`src/rtl/uart_pkg.sv`:
```
// Shared types and timing helpers for the configurable UART receiver.
//   parity_e    : parity mode encoding (matches the PARITY parameter values)
//   rx_state_e  : receiver frame FSM states
//   bit_clks()  : clocks per bit, rounded to nearest
//   half_clks() : clocks per half bit
package uart_pkg;

    typedef enum logic [1:0] {
        NONE = 2'd0,
        ODD  = 2'd1,
        EVEN = 2'd2
    } parity_e;

    typedef enum logic [2:0] {
        ST_IDLE      = 3'd0,
        ST_START     = 3'd1,
        ST_DATA      = 3'd2,
        ST_PARITY    = 3'd3,
        ST_STOP      = 3'd4,
        ST_WAIT_HIGH = 3'd5
    } rx_state_e;

    function automatic int unsigned bit_clks(input int unsigned clk_rate,
                                             input int unsigned baud_rate);
        return (clk_rate + baud_rate / 2) / baud_rate;
    endfunction

    function automatic int unsigned half_clks(input int unsigned clk_rate,
                                              input int unsigned baud_rate);
        return bit_clks(clk_rate, baud_rate) / 2;
    endfunction

endpackage

```
`src/rtl/uart_bit_timer.sv`:
```
// Bit-period timer: counts 0..BIT_CLKS-1 and flags the last count as the bit tick.
//   clk, rst_n : clock, synchronous active-low reset
//   clr        : hold the counter at zero
//   load_half  : place the next tick HALF cycles from now (wins over clr)
//   tick_c     : one-cycle strobe on counter wrap
module uart_bit_timer #(
    parameter int unsigned BIT_CLKS = 868,
    parameter int unsigned HALF     = 434
) (
    input  logic clk,
    input  logic rst_n,
    input  logic clr,
    input  logic load_half,
    output logic tick_c
);

    localparam int unsigned CNT_W = $clog2(BIT_CLKS);

    logic [CNT_W-1:0] cnt_q, cnt_d;

    assign tick_c = (cnt_q == CNT_W'(BIT_CLKS - 1));

    // Next count; loading BIT_CLKS-HALF makes the wrap land HALF cycles later.
    always_comb begin
        cnt_d = cnt_q + CNT_W'(1);
        if (load_half) begin
            cnt_d = CNT_W'(BIT_CLKS - HALF);
        end else if (clr || tick_c) begin
            cnt_d = '0;
        end
    end

    always_ff @(posedge clk) begin
        if (!rst_n) begin
            cnt_q <= '0;
        end else begin
            cnt_q <= cnt_d;
        end
    end

endmodule

```
`src/rtl/uart_rx_cfg.sv`:
```
// Configurable UART receiver (5..9 data bits, none/odd/even parity, 1 or 2 stop
// bits) with false-start, parity, framing and break detection, edge resync of
// the bit clock, and a valid/ready output register with sticky overrun.
//   CLK_I, RST_NI  : clock, synchronous active-low reset
//   RX_I           : asynchronous serial input, idle high
//   DATA_O         : received word (LSB first on the line)
//   VALID_O/READY_I: output handshake
//   PARITY_ERR_O, FRAME_ERR_O : error flags belonging to the held word
//   OVERRUN_O      : frames dropped while a word was held (sticky until handshake)
//   BREAK_O        : one-cycle pulse on break detection
module uart_rx_cfg
    import uart_pkg::*;
#(
    parameter int unsigned CLK_RATE    = 100_000_000,
    parameter int unsigned BAUD_RATE   = 115200,
    parameter int unsigned DATA_BITS   = 8,
    parameter int unsigned PARITY      = 0,
    parameter int unsigned STOP_BITS   = 1,
    parameter int unsigned SYNC_STAGES = 3
) (
    input  logic                 CLK_I,
    input  logic                 RST_NI,
    input  logic                 RX_I,
    output logic [DATA_BITS-1:0] DATA_O,
    output logic                 VALID_O,
    input  logic                 READY_I,
    output logic                 PARITY_ERR_O,
    output logic                 FRAME_ERR_O,
    output logic                 OVERRUN_O,
    output logic                 BREAK_O
);

    localparam int unsigned BIT_CLKS = bit_clks(CLK_RATE, BAUD_RATE);
    localparam int unsigned HALF     = half_clks(CLK_RATE, BAUD_RATE);
    localparam int unsigned NBIT_W   = $clog2(DATA_BITS);
    localparam parity_e     PAR_MODE = parity_e'(2'(PARITY));

    // Elaboration-time parameter legality checks.
    if (BIT_CLKS < 8) begin : g_bad_bit_clks
        $error("uart_rx_cfg: BIT_CLKS must be at least 8");
    end
    if (DATA_BITS < 5 || DATA_BITS > 9) begin : g_bad_data_bits
        $error("uart_rx_cfg: DATA_BITS must be 5..9");
    end
    if (PARITY > 2) begin : g_bad_parity
        $error("uart_rx_cfg: PARITY must be 0, 1 or 2");
    end
    if (STOP_BITS < 1 || STOP_BITS > 2) begin : g_bad_stop_bits
        $error("uart_rx_cfg: STOP_BITS must be 1 or 2");
    end
    if (SYNC_STAGES < 2) begin : g_bad_sync
        $error("uart_rx_cfg: SYNC_STAGES must be at least 2");
    end

    logic [SYNC_STAGES-1:0] sync_q, sync_d;
    logic                   rx_prev_q;
    rx_state_e              state_q, state_d;
    logic [NBIT_W-1:0]      nbit_q, nbit_d;
    logic [DATA_BITS-1:0]   shreg_q, shreg_d;
    logic                   par_bit_q, par_bit_d;
    logic                   stop2_q, stop2_d;
    logic [DATA_BITS-1:0]   data_q, data_d;
    logic                   valid_q, valid_d;
    logic                   perr_q, perr_d;
    logic                   ferr_q, ferr_d;
    logic                   ovr_q, ovr_d;
    logic                   brk_q, brk_d;

    logic rx_c, edge_c, fall_c, tick_c, clr_c, load_half_c;
    logic done_c, done_ferr_c, brk_c, par_err_c, hs_c;

    assign sync_d = {sync_q[SYNC_STAGES-2:0], RX_I};
    assign rx_c   = sync_q[SYNC_STAGES-1];
    assign edge_c = rx_c ^ rx_prev_q;
    assign fall_c = rx_prev_q & ~rx_c;
    assign clr_c  = (state_q == ST_IDLE) || (state_q == ST_WAIT_HIGH);
    assign hs_c   = valid_q & READY_I;

    uart_bit_timer #(
        .BIT_CLKS (BIT_CLKS),
        .HALF     (HALF)
    ) u_timer (
        .clk       (CLK_I),
        .rst_n     (RST_NI),
        .clr       (clr_c),
        .load_half (load_half_c),
        .tick_c    (tick_c)
    );

    // Parity check over the assembled word and the captured parity bit.
    always_comb begin
        par_err_c = 1'b0;
        if (PAR_MODE == ODD) begin
            par_err_c = ~(^{shreg_q, par_bit_q});
        end else if (PAR_MODE == EVEN) begin
            par_err_c = ^{shreg_q, par_bit_q};
        end
    end

    // Frame FSM next state; data bits shift in from the MSB end so bit 0 lands at the LSB.
    always_comb begin
        state_d     = state_q;
        nbit_d      = nbit_q;
        shreg_d     = shreg_q;
        par_bit_d   = par_bit_q;
        stop2_d     = stop2_q;
        load_half_c = 1'b0;
        done_c      = 1'b0;
        done_ferr_c = 1'b0;
        brk_c       = 1'b0;
        case (state_q)
            ST_IDLE: begin
                if (fall_c) begin
                    state_d     = ST_START;
                    load_half_c = 1'b1;
                end
            end
            ST_START: begin
                if (tick_c) begin
                    state_d = rx_c ? ST_IDLE : ST_DATA;
                    nbit_d  = '0;
                end
            end
            ST_DATA: begin
                load_half_c = edge_c;
                if (tick_c) begin
                    shreg_d = {rx_c, shreg_q[DATA_BITS-1:1]};
                    if (nbit_q == NBIT_W'(DATA_BITS - 1)) begin
                        state_d = (PAR_MODE != NONE) ? ST_PARITY : ST_STOP;
                        stop2_d = 1'b0;
                    end else begin
                        nbit_d = nbit_q + NBIT_W'(1);
                    end
                end
            end
            ST_PARITY: begin
                load_half_c = edge_c;
                if (tick_c) begin
                    par_bit_d = rx_c;
                    state_d   = ST_STOP;
                    stop2_d   = 1'b0;
                end
            end
            ST_STOP: begin
                load_half_c = edge_c;
                if (tick_c) begin
                    if (stop2_q) begin
                        done_c  = 1'b1;
                        state_d = ST_IDLE;
                    end else if (!rx_c) begin
                        // Low first stop bit: break if everything else was low too.
                        if (shreg_q == '0 && (PAR_MODE == NONE || !par_bit_q)) begin
                            brk_c = 1'b1;
                        end else begin
                            done_c      = 1'b1;
                            done_ferr_c = 1'b1;
                        end
                        state_d = ST_WAIT_HIGH;
                    end else if (STOP_BITS == 2) begin
                        stop2_d = 1'b1;
                    end else begin
                        done_c  = 1'b1;
                        state_d = ST_IDLE;
                    end
                end
            end
            ST_WAIT_HIGH: begin
                if (rx_c) begin
                    state_d = ST_IDLE;
                end
            end
            default: state_d = ST_IDLE;
        endcase
    end

    // Output register: load when empty or being drained, otherwise record overrun.
    always_comb begin
        data_d  = data_q;
        valid_d = valid_q;
        perr_d  = perr_q;
        ferr_d  = ferr_q;
        ovr_d   = ovr_q;
        brk_d   = brk_c;
        if (hs_c) begin
            valid_d = 1'b0;
            ovr_d   = 1'b0;
        end
        if (done_c) begin
            if (!valid_q || READY_I) begin
                data_d  = shreg_q;
                perr_d  = par_err_c;
                ferr_d  = done_ferr_c;
                valid_d = 1'b1;
            end else begin
                ovr_d = 1'b1;
            end
        end
    end

    always_ff @(posedge CLK_I) begin
        if (!RST_NI) begin
            sync_q    <= '1;
            rx_prev_q <= 1'b1;
            state_q   <= ST_IDLE;
            nbit_q    <= '0;
            shreg_q   <= '0;
            par_bit_q <= 1'b0;
            stop2_q   <= 1'b0;
            data_q    <= '0;
            valid_q   <= 1'b0;
            perr_q    <= 1'b0;
            ferr_q    <= 1'b0;
            ovr_q     <= 1'b0;
            brk_q     <= 1'b0;
        end else begin
            sync_q    <= sync_d;
            rx_prev_q <= rx_c;
            state_q   <= state_d;
            nbit_q    <= nbit_d;
            shreg_q   <= shreg_d;
            par_bit_q <= par_bit_d;
            stop2_q   <= stop2_d;
            data_q    <= data_d;
            valid_q   <= valid_d;
            perr_q    <= perr_d;
            ferr_q    <= ferr_d;
            ovr_q     <= ovr_d;
            brk_q     <= brk_d;
        end
    end

    assign DATA_O       = data_q;
    assign VALID_O      = valid_q;
    assign PARITY_ERR_O = perr_q;
    assign FRAME_ERR_O  = ferr_q;
    assign OVERRUN_O    = ovr_q;
    assign BREAK_O      = brk_q;

endmodule

```
`config.mk`:
```
export PLATFORM = sky130hd
export DESIGN_NAME = uart_rx_cfg
export DESIGN_NICKNAME = d
export VERILOG_FILES = /design/src/rtl/uart_pkg.sv /design/src/rtl/uart_bit_timer.sv /design/src/rtl/uart_rx_cfg.sv
export SDC_FILE = /design/constraint.sdc
export NUM_CORES = 1
export LEC_CHECK = 0
export CELL_PAD_IN_SITES_DETAIL_PLACEMENT = 1
export CELL_PAD_IN_SITES_GLOBAL_PLACEMENT = 1
export CORE_ASPECT_RATIO = 1.25
export CORE_MARGIN = 1
export CORE_UTILIZATION = 25
export CTS_BUF_LIST = sky130_fd_sc_hd__clkbuf_4
export DETAILED_ROUTE_END_ITERATION = 10
export PLACE_DENSITY_LB_ADDON = 0.1
export SYNTH_ARGS = -nofsm -noshare
export SYNTH_HDL_FRONTEND = slang
export SYNTH_SLANG_ARGS = --single-unit
```
`constraint.sdc`:
```
create_clock -name CLK_I -period 2.45 [get_ports CLK_I]
set_input_delay 0.49 -clock CLK_I [delete_from_list [all_inputs] [get_ports CLK_I]]
set_output_delay 0.49 -clock CLK_I [all_outputs]
set_load 0.05 [all_outputs]
```
==> results.json <==
{
  "async_reset_ff_share_pct": 0,
  "die_area_um2": 7696,
  "final_core_util_pct": 30.48,
  "worst_path_largest_cell_delay_ns": 0.83,
  "synth_commonest_cells": "dfxtp_1 (40), nor2_1 (17), nand2_1 (15)",
  "grt_start_max_net_pins": 20,
  "required_ns": 1.96,
  "ys_warn_count": 0,
  "whs_ns": 0.4212,
  "setup.worst_path.start_class": "flop",
  "fmax_mhz": 483.8,
  "p_leak_nw": 0.7948,
  "grtUsageTotal_pct": 13.26,
  "fp.dieW_um": 78.67,
  "synth_cell_type_count": 42,
  "wl_met3_um": 96,
  "worstPathCellList": "clkdlybuf4s50_1",
  "cts_hold_buf": 0,
  "dpl_cell_area_um2": 2083,
  "synth_edf_count": 0,
  "total_power_mw": 1.137,
  "postRouteAntennaNets": 0,
  "status": "completed",
  "cts_resized": 0,
  "wl_per_cell_um": 14.51,
  "cts_setup_buffers": 0,
  "num_antenna_cells": 0,
  "rsz0062_at_grt": "false",
  "wl_met1_um": 1988,
  "highest_layer": "met4",
  "cts_tree": "built",
  "cp-end-kind": "output port",
  "netlist_area_um2": 1837,
  "worstPathMaxFanout": 4,
  "cts.sinks": 40,
  "cts_inserted_buffers": 5,
  "netlist_instances": 204,
  "path_depth": 1,
  "r2r_cells": 5,
  "pin_count": 17,
  "crit_slowest_cell": "clkdlybuf4s50_1",
  "clockRootBuffer": "clkbuf_4",
  "setup_tns_ns": 0,
  "final_area_um2": 2140,
  "ys_seq_area_share_pct": 43.60,
  "hold_depth": 1,
  "grt-ovfl-total": 0,
  "drtIter0Drc": 30,
  "first_pass_iters": 4,
  "routed_via_density": 4.836,
  "clk_pin_slew_worst_paths_ns": 0.12,
  "slew_headroom_pct": 63.51,
  "worstPathArrival_ns": 1.58,
  "num_vias": 1504,
  "powerDensity_nw_per_um2": 531.6,
  "synth_area_leaders": "dfxtp_1 (44%), mux2i_1 (5.4%), nand4_1 (4.1%)",
  "die-height_um": 97.83,
  "port_buffers": 15,
  "multiInputGateArea_um2": 959.7,
  "initial_core_util_pct": 26.17,
  "drive_above_1_share_pct": 9.502,
  "finalCritPeriodShare_pct": 84.36,
  "finalNetCount": 228,
  "hpwl_um": 3455,
  "crit_type": "flop to output port",
  "finalWirelength_um": 4514,
  "synth.largest_area_cell": "dfxtp_1",
  "area_growth_pct": 16.48,
  "tightestPinTransition_ns": 0.5468,
  "hold_violations": 0,
  "setup_viol": 0,
  "synth_top_area_share_pct": 43.60,
  "seq_area_um2": 800.8,
  "crit_family": "buffers and inverters",
  "synth_ff_type": "dfxtp_1",
  "grt_pass1_wl_um": 7852,
  "clockBufferDepth": 2,
  "syn_avg_cell_area_um2": 9.004,
  "peakVddDrop_mv": 0.2009,
  "synth.most_common_cell": "dfxtp_1",
  "fin_crit_ns": 2.067,
  "ys_seq_elements": 40,
  "antenna_found_initial": 0,
  "path_buf_inv": 1,
  "grt_pass1_vias": 1603,
  "drc_errors": 0,
  "postSynthNetCount": 212,
  "rows": 34,
  "worstSkewPairLatency_ns": 0.36,
  "cap_violations": 0,
  "core_area_um2": 7019,
  "routed-wl-met2_um": 2358,
  "ctsHtreeMaxLevel": 2,
  "clock-skew-final_ns": 0.01075,
  "gp_congestion": 0.7682,
  "min_path_type": "flop to flop",
  "maxSlewViolCount": 0,
  "fillers": 838
}
state kept, by name (all words and copies together) (netlist names):
signal         count
shreg_q            8
FRAME_ERR_O        1
nbit_q             3
rx_prev_q          1
BREAK_O            1
OVERRUN_O          1
state_q            3
u_timer.cnt_q     10
DATA_O             8
sync_q             3
VALID_O            1
routing by layer:
metal	GRT usage (%)	vias to the layer above
met5	0	-
met4	5.128	0
met3	3.364	5
met2	23.48	22
met1	14.97	719
li1	-	758
cell families (layout without fill, tap and decap cells):
logic type | Yosys count | after routing | share of synthesized area (%)
flip-flops | 40 | 40 | 43.60
AO/OA/AOI/OAI | 36 | 36 | 11.58
XOR/XNOR | 10 | 10 | 4.768
adder cells (fa/ha/maj) | 4 | 4 | 2.725
other | 1 | 1 | 0.2042
buffers and inverters | 17 | 34 | 4.155
multiplexers | 11 | 11 | 6.063
AND/OR/NAND/NOR | 85 | 85 | 26.91
per-stage QoR:
stage	std cells	setup WS, ns
global placement	303	0.3770
finish	311	0.3832
floorplan	204	0.7135
global route	311	0.2746
detailed placement	303	0.3529
CTS	311	0.3574
area by class of cell:
| class | count | share of cell area (%) |
|---|---|---|
| clock inverter | 3 | 0.8772 |
| timing repair buffer | 20 | 8.772 |
| sequential | 40 | 37.43 |
| tap | 90 | 5.263 |
| clock buffer | 5 | 1.754 |
| inverter | 6 | 1.053 |
| multi-input combinational | 147 | 44.85 |
worst paths after layout:
check | from | to | slack, ns
worst max register to register | u_timer.cnt_q[0]$_SDFF_PP0_ | state_q[2]$_SDFFE_PN0P_ | 0.46
worst min-delay path | sync_q[1]$_SDFF_PN1_ | sync_q[2]$_SDFF_PN1_ | 0.42
worst min register to register | sync_q[1]$_SDFF_PN1_ | sync_q[2]$_SDFF_PN1_ | 0.42
worst max-delay path | VALID_O$_SDFF_PN0_ | VALID_O | 0.38
layout by cell type (no fill, tap or decap), drive strengths merged, types with 6 or more instances in the layout:
master,count
nor3b,6
clkdlybuf4s50,15
dfxtp,40
nand2,15
nor3,6
o21ai,15
mux2i,10
a21oi,10
nand2b,6
nand4,13
nand3,7
nor2,17
power by group:
part           switching (mW)  internal (mW)
combinational          0.0593         0.0433
clock                   0.231          0.108
sequential             0.0314          0.664
Power figures use the tool's default switching activity.
==> RTL change 1: new RTL, config.mk and constraints unchanged <==
Re-encode `rx_state_e` (6 states) as one-hot, 6 bits wide.
--- a/src/rtl/uart_pkg.sv
+++ b/src/rtl/uart_pkg.sv
@@ -13,9 +13,9 @@
 
-    typedef enum logic [2:0] {
-        ST_IDLE      = 3'd0,
-        ST_START     = 3'd1,
-        ST_DATA      = 3'd2,
-        ST_PARITY    = 3'd3,
-        ST_STOP      = 3'd4,
-        ST_WAIT_HIGH = 3'd5
+    typedef enum logic [5:0] {
+        ST_IDLE      = 6'b000001,
+        ST_START     = 6'b000010,
+        ST_DATA      = 6'b000100,
+        ST_PARITY    = 6'b001000,
+        ST_STOP      = 6'b010000,
+        ST_WAIT_HIGH = 6'b100000
     } rx_state_e;
Function: no difference found for any inputs over 10 cycles, from zero or initial values and one cycle with RST_NI low; not proved beyond that.
==> RTL change 1 against the unedited design <==
Setup slack worse by 0.13 ns. Sequential cell count is 2 higher. Core utilization is 0.40 points higher. Synthesized cell count is 10% higher. Cell area is 8.7% higher. Wire length is 19% higher. Area after synthesis is 7.6% higher. Power is 8.1% higher. Critical endpoint is now state_q[0]. Largest cell class unchanged.
==> RTL change 1: results (changes against the unedited design) <==
| Metric | Value |
|---|---|
| Share of layout cells above drive strength 1 | `11.6% (was 9.50%)` |
| Worst r2r dst | `state_q[0] (was state_q[2])` |
| Top cells by count, synth | `dfxtp_1 (42), a21oi_1 (18), o21ai_0 (16), nand3_1 (14) (was dfxtp_1 (40), nor2_1 (17), nand2_1 (15), o21ai_0 (13), nand4_1 (12))` |
| VDD IR max | `0.232 mV (was 0.201 mV)` |
| Hold endpoint | `sync_q[1] (was sync_q[2])` |
| Worst hold stages | `1 (unchanged)` |
| Global-route wire length before repair | `8680 microns (was 7850 microns)` |
| Pleak | `0.765 nW (was 0.795 nW)` |
| Outcome | `completed (unchanged)` |
| Port Buffers | `15 (unchanged)` |
| Crit path max fanout | `15 (was 4)` |
| Vias post-DR | `1714 (was 1504)` |
| Slowest CP cell | `or4b_4 (was clkdlybuf4s50_1)` |
| Switching pwr | `0.278 mW (was 0.322 mW)` |
| Hold wc startpoint | `sync_q[0] (was sync_q[1])` |
| Max incr delay on CP | `0.50 ns (was 0.83 ns)` |
| Synth warnings | `0 (unchanged)` |
| Dpl hpwl | `3760 microns (was 3450 microns)` |
| Worst Reg-to-Reg Cells | `6 (was 5)` |
| Clock root buffer master | `clkbuf_4 (unchanged)` |
| Yosys cell types | `46 (was 42)` |
| Final Skew | `0.0146 ns (was 0.0107 ns)` |
| Area contributors post-synth | `dfxtp_1 (43%), a21oi_1 (4.6%), o21ai_0 (4.1%) (was dfxtp_1 (44%), mux2i_1 (5.4%), nand4_1 (4.1%))` |
| Gr usage total | `14.0% (was 13.3%)` |
| Placed cell areas | `0.00224 sq mm (was 0.00208 sq mm)` |
| Tightest Pin Transition | `0.767 ns (was 0.547 ns)` |
| # nets final | `248 (was 228)` |
| Finished Core Util | `30.9% (was 30.5%)` |
| Routed WL per cell | `16.1 microns (was 14.5 microns)` |
| Filler Cells Inserted | `900 (was 838)` |
| Syn_nets | `233 (was 212)` |
| Final GP Congestion | `0.725 (was 0.768)` |
| Delay-heaviest family, CP | `simple AND/OR/NAND/NOR gates (was buffers and inverters)` |
| Sequential cell area fraction in the yosys report | `42.5% (was 43.6%)` |
| Flop-to-flop setup slack | `0.26 ns (was 0.46 ns)` |
| Arr. time, crit path | `2.46 ns (was 1.58 ns)` |
| First DRT Iteration DRCs | `62 (was 30)` |
-- RTL change 1: changes by cell type after synthesis, sizes merged, moves of 6 or more --
cell   change
mux2i      -9
a21oi      +8
nand3      +7
nor2       -7
o31ai      +7
nand2      -6
-- RTL change 1: power by group through the flow --
| stage | registers (mW) | clock network, mW | logic, mW |
|---|---|---|---|
| 4_1_cts | 0.695 | 0.496 | 0.0666 |
| 3_5_place_dp | 0.710 | 0 | 0.0661 |
| 6_report | 0.694 | 0.470 | 0.0657 |
| 3_3_place_gp | 0.709 | 0 | 0.0669 |
| 5_1_grt | 0.696 | 0.522 | 0.0724 |
| 2_1_floorplan | 0.708 | 0 | 0.0456 |
-- RTL change 1: routing by layer --
| layer | wire [microns] | track usage [%] |
|---|---|---|
| met1 | 2560 | 16.9 |
| met4 | 76 | 4.53 |
| met5 | 0 | 0 |
| met3 | 86 | 2.97 |
| met2 | 2640 | 24.5 |
-- RTL change 1: area by class of cell --
type                    instances  share of cell area, %
clock buffers                   7                   2.26
clock inverters                 1                   1.29
inverters                       5                  0.807
multi-input cells             160                   44.5
flip-flops and latches         42                   36.1
well taps                      92                   4.95
repair buffers                 26                   10.0
-- RTL change 1: repair_timing --
action | in CTS | in global routing
resized for setup | 0 | 1
endpoints found under the setup margin | 0 | 3
buffers inserted | 0 | 0
hold endpoints to repair | 0 | 0
-- RTL change 1: worst max path at each step --
stage	startpoint	endpoint	depth (start not counted)	slack, ns
CTS	u_timer.cnt_q[0]	DATA_O[3]	5	0.11
finish	u_timer.cnt_q[0]	state_q[0]	6	0.26
global placement	u_timer.cnt_q[0]	DATA_O[2]	5	0.18
detailed placement	u_timer.cnt_q[0]	DATA_O[6]	5	0.13
global route	u_timer.cnt_q[0]	DATA_O[5]	5	0.13
floorplan	u_timer.cnt_q[0]	DATA_O[0]	6	0.39
-- RTL change 1: cells by family after synthesis --
kind of cell    after synthesis  share of synthesized area, %
fa+ha+maj                     4                          2.53
simple gates                 85                          26.1
mux                           1                         0.506
flops                        42                          42.5
compound gates               58                          18.0
xor+xnor                     11                          4.87
buf+inv                      23                          5.25
other cells                   1                         0.190
-- RTL change 1: per-stage QoR --
stage	total power, mW	instances	setup slack (ns)	hold slack [ns]
after floorplan	0.753	225	0.387	0.386
after global placement	0.776	325	0.184	0.389
after detailed placement	0.776	325	0.129	0.400
after CTS	1.26	333	0.107	0.430
after global routing	1.29	333	0.131	0.436
final	1.23	333	0.257	0.421
==> RTL change 2: new RTL, config.mk and constraints unchanged <==
Made on the original files. Change the parameter `PARITY` from 0 to 1.
--- a/src/rtl/uart_rx_cfg.sv
+++ b/src/rtl/uart_rx_cfg.sv
@@ -16,3 +16,3 @@
     parameter int unsigned DATA_BITS   = 8,
-    parameter int unsigned PARITY      = 0,
+    parameter int unsigned PARITY      = 1,
     parameter int unsigned STOP_BITS   = 1,
Formal check against the unedited RTL: same outputs for any inputs over 10 cycles, from zero or initial values and one cycle with RST_NI low; that may be too few to reach the edited logic, so the function may still have changed.
==> RTL change 2 against the unedited design <==
Sequential cell count grew 2. Core utilization grew 0.54 points. Combinational power grew 34%. Global-route usage shrank 0.89 points. Wire length shrank 5.0%. Setup slack lost 0.10 ns. Sequential power grew 6.3%. Power grew 5.9%. Critical endpoint is now state_q[1]. Cell area grew 2.4%. Area after synthesis grew 1.1%.
==> RTL change 2: results (changes against the unedited design) <==
| Metric | Value |
|---|---|
| Area contributors post-synth | `dfxtp_1 (45%), mux2i_1 (10%), nor2_1 (6.9%) (was dfxtp_1 (44%), mux2i_1 (5.4%), nand4_1 (4.1%))` |
| Max incr delay on CP | `0.49 ns (was 0.83 ns)` |
| Final Skew | `0.0150 ns (was 0.0107 ns)` |
| ANT cells | `0 (unchanged)` |
| Area delta synth->final | `18.0% (was 16.5%)` |
| Drt via density | `4.67 (was 4.84)` |
| First DRT Iteration DRCs | `30 (unchanged)` |
| Signal inverters | `5 (was 6)` |
| Non-clock buffering overhead | `9.37% (was 8.77%)` |
| Max_slew headroom | `62.5% (was 63.5%)` |
| Hold endpoint | `sync_q[1] (was sync_q[2])` |
| Min Hold Slack | `0.443 ns (was 0.421 ns)` |
| Full die area | `0.00778 sq mm (was 0.00770 sq mm)` |
| Synth Instances | `197 (was 204)` |
| Yosys cell types | `37 (was 42)` |
| Slowest CP cell | `a222oi_1 (was clkdlybuf4s50_1)` |
| Multi-input gate share of the layout cell area | `44.1% (was 44.9%)` |
| VDD IR max | `0.245 mV (was 0.201 mV)` |
| Synth warnings | `0 (unchanged)` |
| Vias post-DR | `1433 (was 1504)` |
| Hold wc startpoint | `sync_q[0] (was sync_q[1])` |
| Port Buffers | `16 (was 15)` |
| DP Worst Slack | `0.281 ns (was 0.353 ns)` |
| Placed cell areas | `0.00214 sq mm (was 0.00208 sq mm)` |
| Fmax | `461 MHz (was 484 MHz)` |
| Sequential cell area fraction in the yosys report | `45.3% (was 43.6%)` |
| Pleak | `0.820 nW (was 0.795 nW)` |
| Delay-heaviest family, CP | `compound AO/OA/AOI/OAI gates (was buffers and inverters)` |
| Largest net degree at the start of global routing | `19 (was 20)` |
| Dpl hpwl | `3180 microns (was 3450 microns)` |
| Global-route wire length before repair | `7520 microns (was 7850 microns)` |
| Outcome | `completed (unchanged)` |
| Bufs w/o clock | `22 (was 20)` |
| Vias in the first global route | `1587 (was 1603)` |
| Worst r2r dst | `state_q[1] (was state_q[2])` |
| Filler Cells Inserted | `854 (was 838)` |
| Sequential cell area | `841 sq um (was 801 sq um)` |
| Top cells by count, synth | `dfxtp_1 (42), nor2_1 (34), mux2i_1 (19), xnor2_1 (10), nand2_1 (9) (was dfxtp_1 (40), nor2_1 (17), nand2_1 (15), o21ai_0 (13), nand4_1 (12))` |
| # nets final | `225 (was 228)` |
| Syn_nets | `205 (was 212)` |
| Clock Tree Buf Depth | `2 (unchanged)` |
| Final WL | `4290 microns (was 4510 microns)` |
| Share of layout cells above drive strength 1 | `7.83% (was 9.50%)` |
| Final-layout clock-cell area share | `2.17% (was 2.63%)` |
| # clock sinks | `42 (was 40)` |
| Final GP Congestion | `0.729 (was 0.768)` |
| Dpl cells | `300 (was 303)` |
| Multi-input logic cell count | `141 (was 147)` |
| Worst Reg-to-Reg Cells | `6 (was 5)` |
| Arr. time, crit path | `2.41 ns (was 1.58 ns)` |
| # resized after CTS | `0 (unchanged)` |
| Gr usage total | `12.4% (was 13.3%)` |
| Worst hold stages | `1 (unchanged)` |
==> RTL change 2: changes by cell type in the layout (fill, tap and decap cells not counted), sizes merged, moves of 4 or more <==
cell	before	now
xnor2	5	10
nor2	17	34
mux2i	10	19
nand2	15	9
o21ai	15	7
or4	4	0
nor3b	6	1
nand4	13	1
==> RTL change 2: cells by family (layout without fill, tap and decap cells) <==
| kind of cell | count (synthesis) | count (layout) | synth area share (%) |
|---|---|---|---|
| AOI/OAI and AO/OA | 25 | 25 | 8.63 |
| xor gates and xnor gates | 17 | 17 | 8.76 |
| adders and majority gates | 4 | 4 | 2.70 |
| buffers and inverters | 14 | 34 | 3.03 |
| DFF | 42 | 42 | 45.3 |
| muxes | 19 | 19 | 10.2 |
| and+or+nand+nor | 76 | 76 | 21.4 |
==> RTL change 2: worst max-delay path by stage <==
| stage | cells past startpoint | slack [ns] | end | start |
|---|---|---|---|---|
| global placement | 6 | 0.46 | state_q[1] | u_timer.cnt_q[0] |
| detailed placement | 6 | 0.28 | state_q[1] | u_timer.cnt_q[0] |
| floorplan | 6 | 0.61 | state_q[1] | u_timer.cnt_q[0] |
| CTS | 6 | 0.26 | state_q[1] | u_timer.cnt_q[0] |
| global route | 6 | 0.14 | state_q[1] | u_timer.cnt_q[0] |
| finish | 6 | 0.28 | state_q[1] | u_timer.cnt_q[0] |
==> RTL change 2: routing by layer <==
layer	vias to the layer above	GRT usage, %	part of all wire [%]
li1	718	-	-
met1	693	14.3	45
met2	16	21.8	52
met3	6	3.08	1.8
met4	0	4.34	1.5
met5	-	0	0
==> RTL change 2: report_power, final <==
part / switching, mW / internal (mW) / leakage [nW] / total (mW)
Sequential: 0.0365 / 0.704 / 0.339 / 0.740
Combinational: 0.0748 / 0.0633 / 0.449 / 0.138
Clock: 0.223 / 0.104 / 0.0308 / 0.326
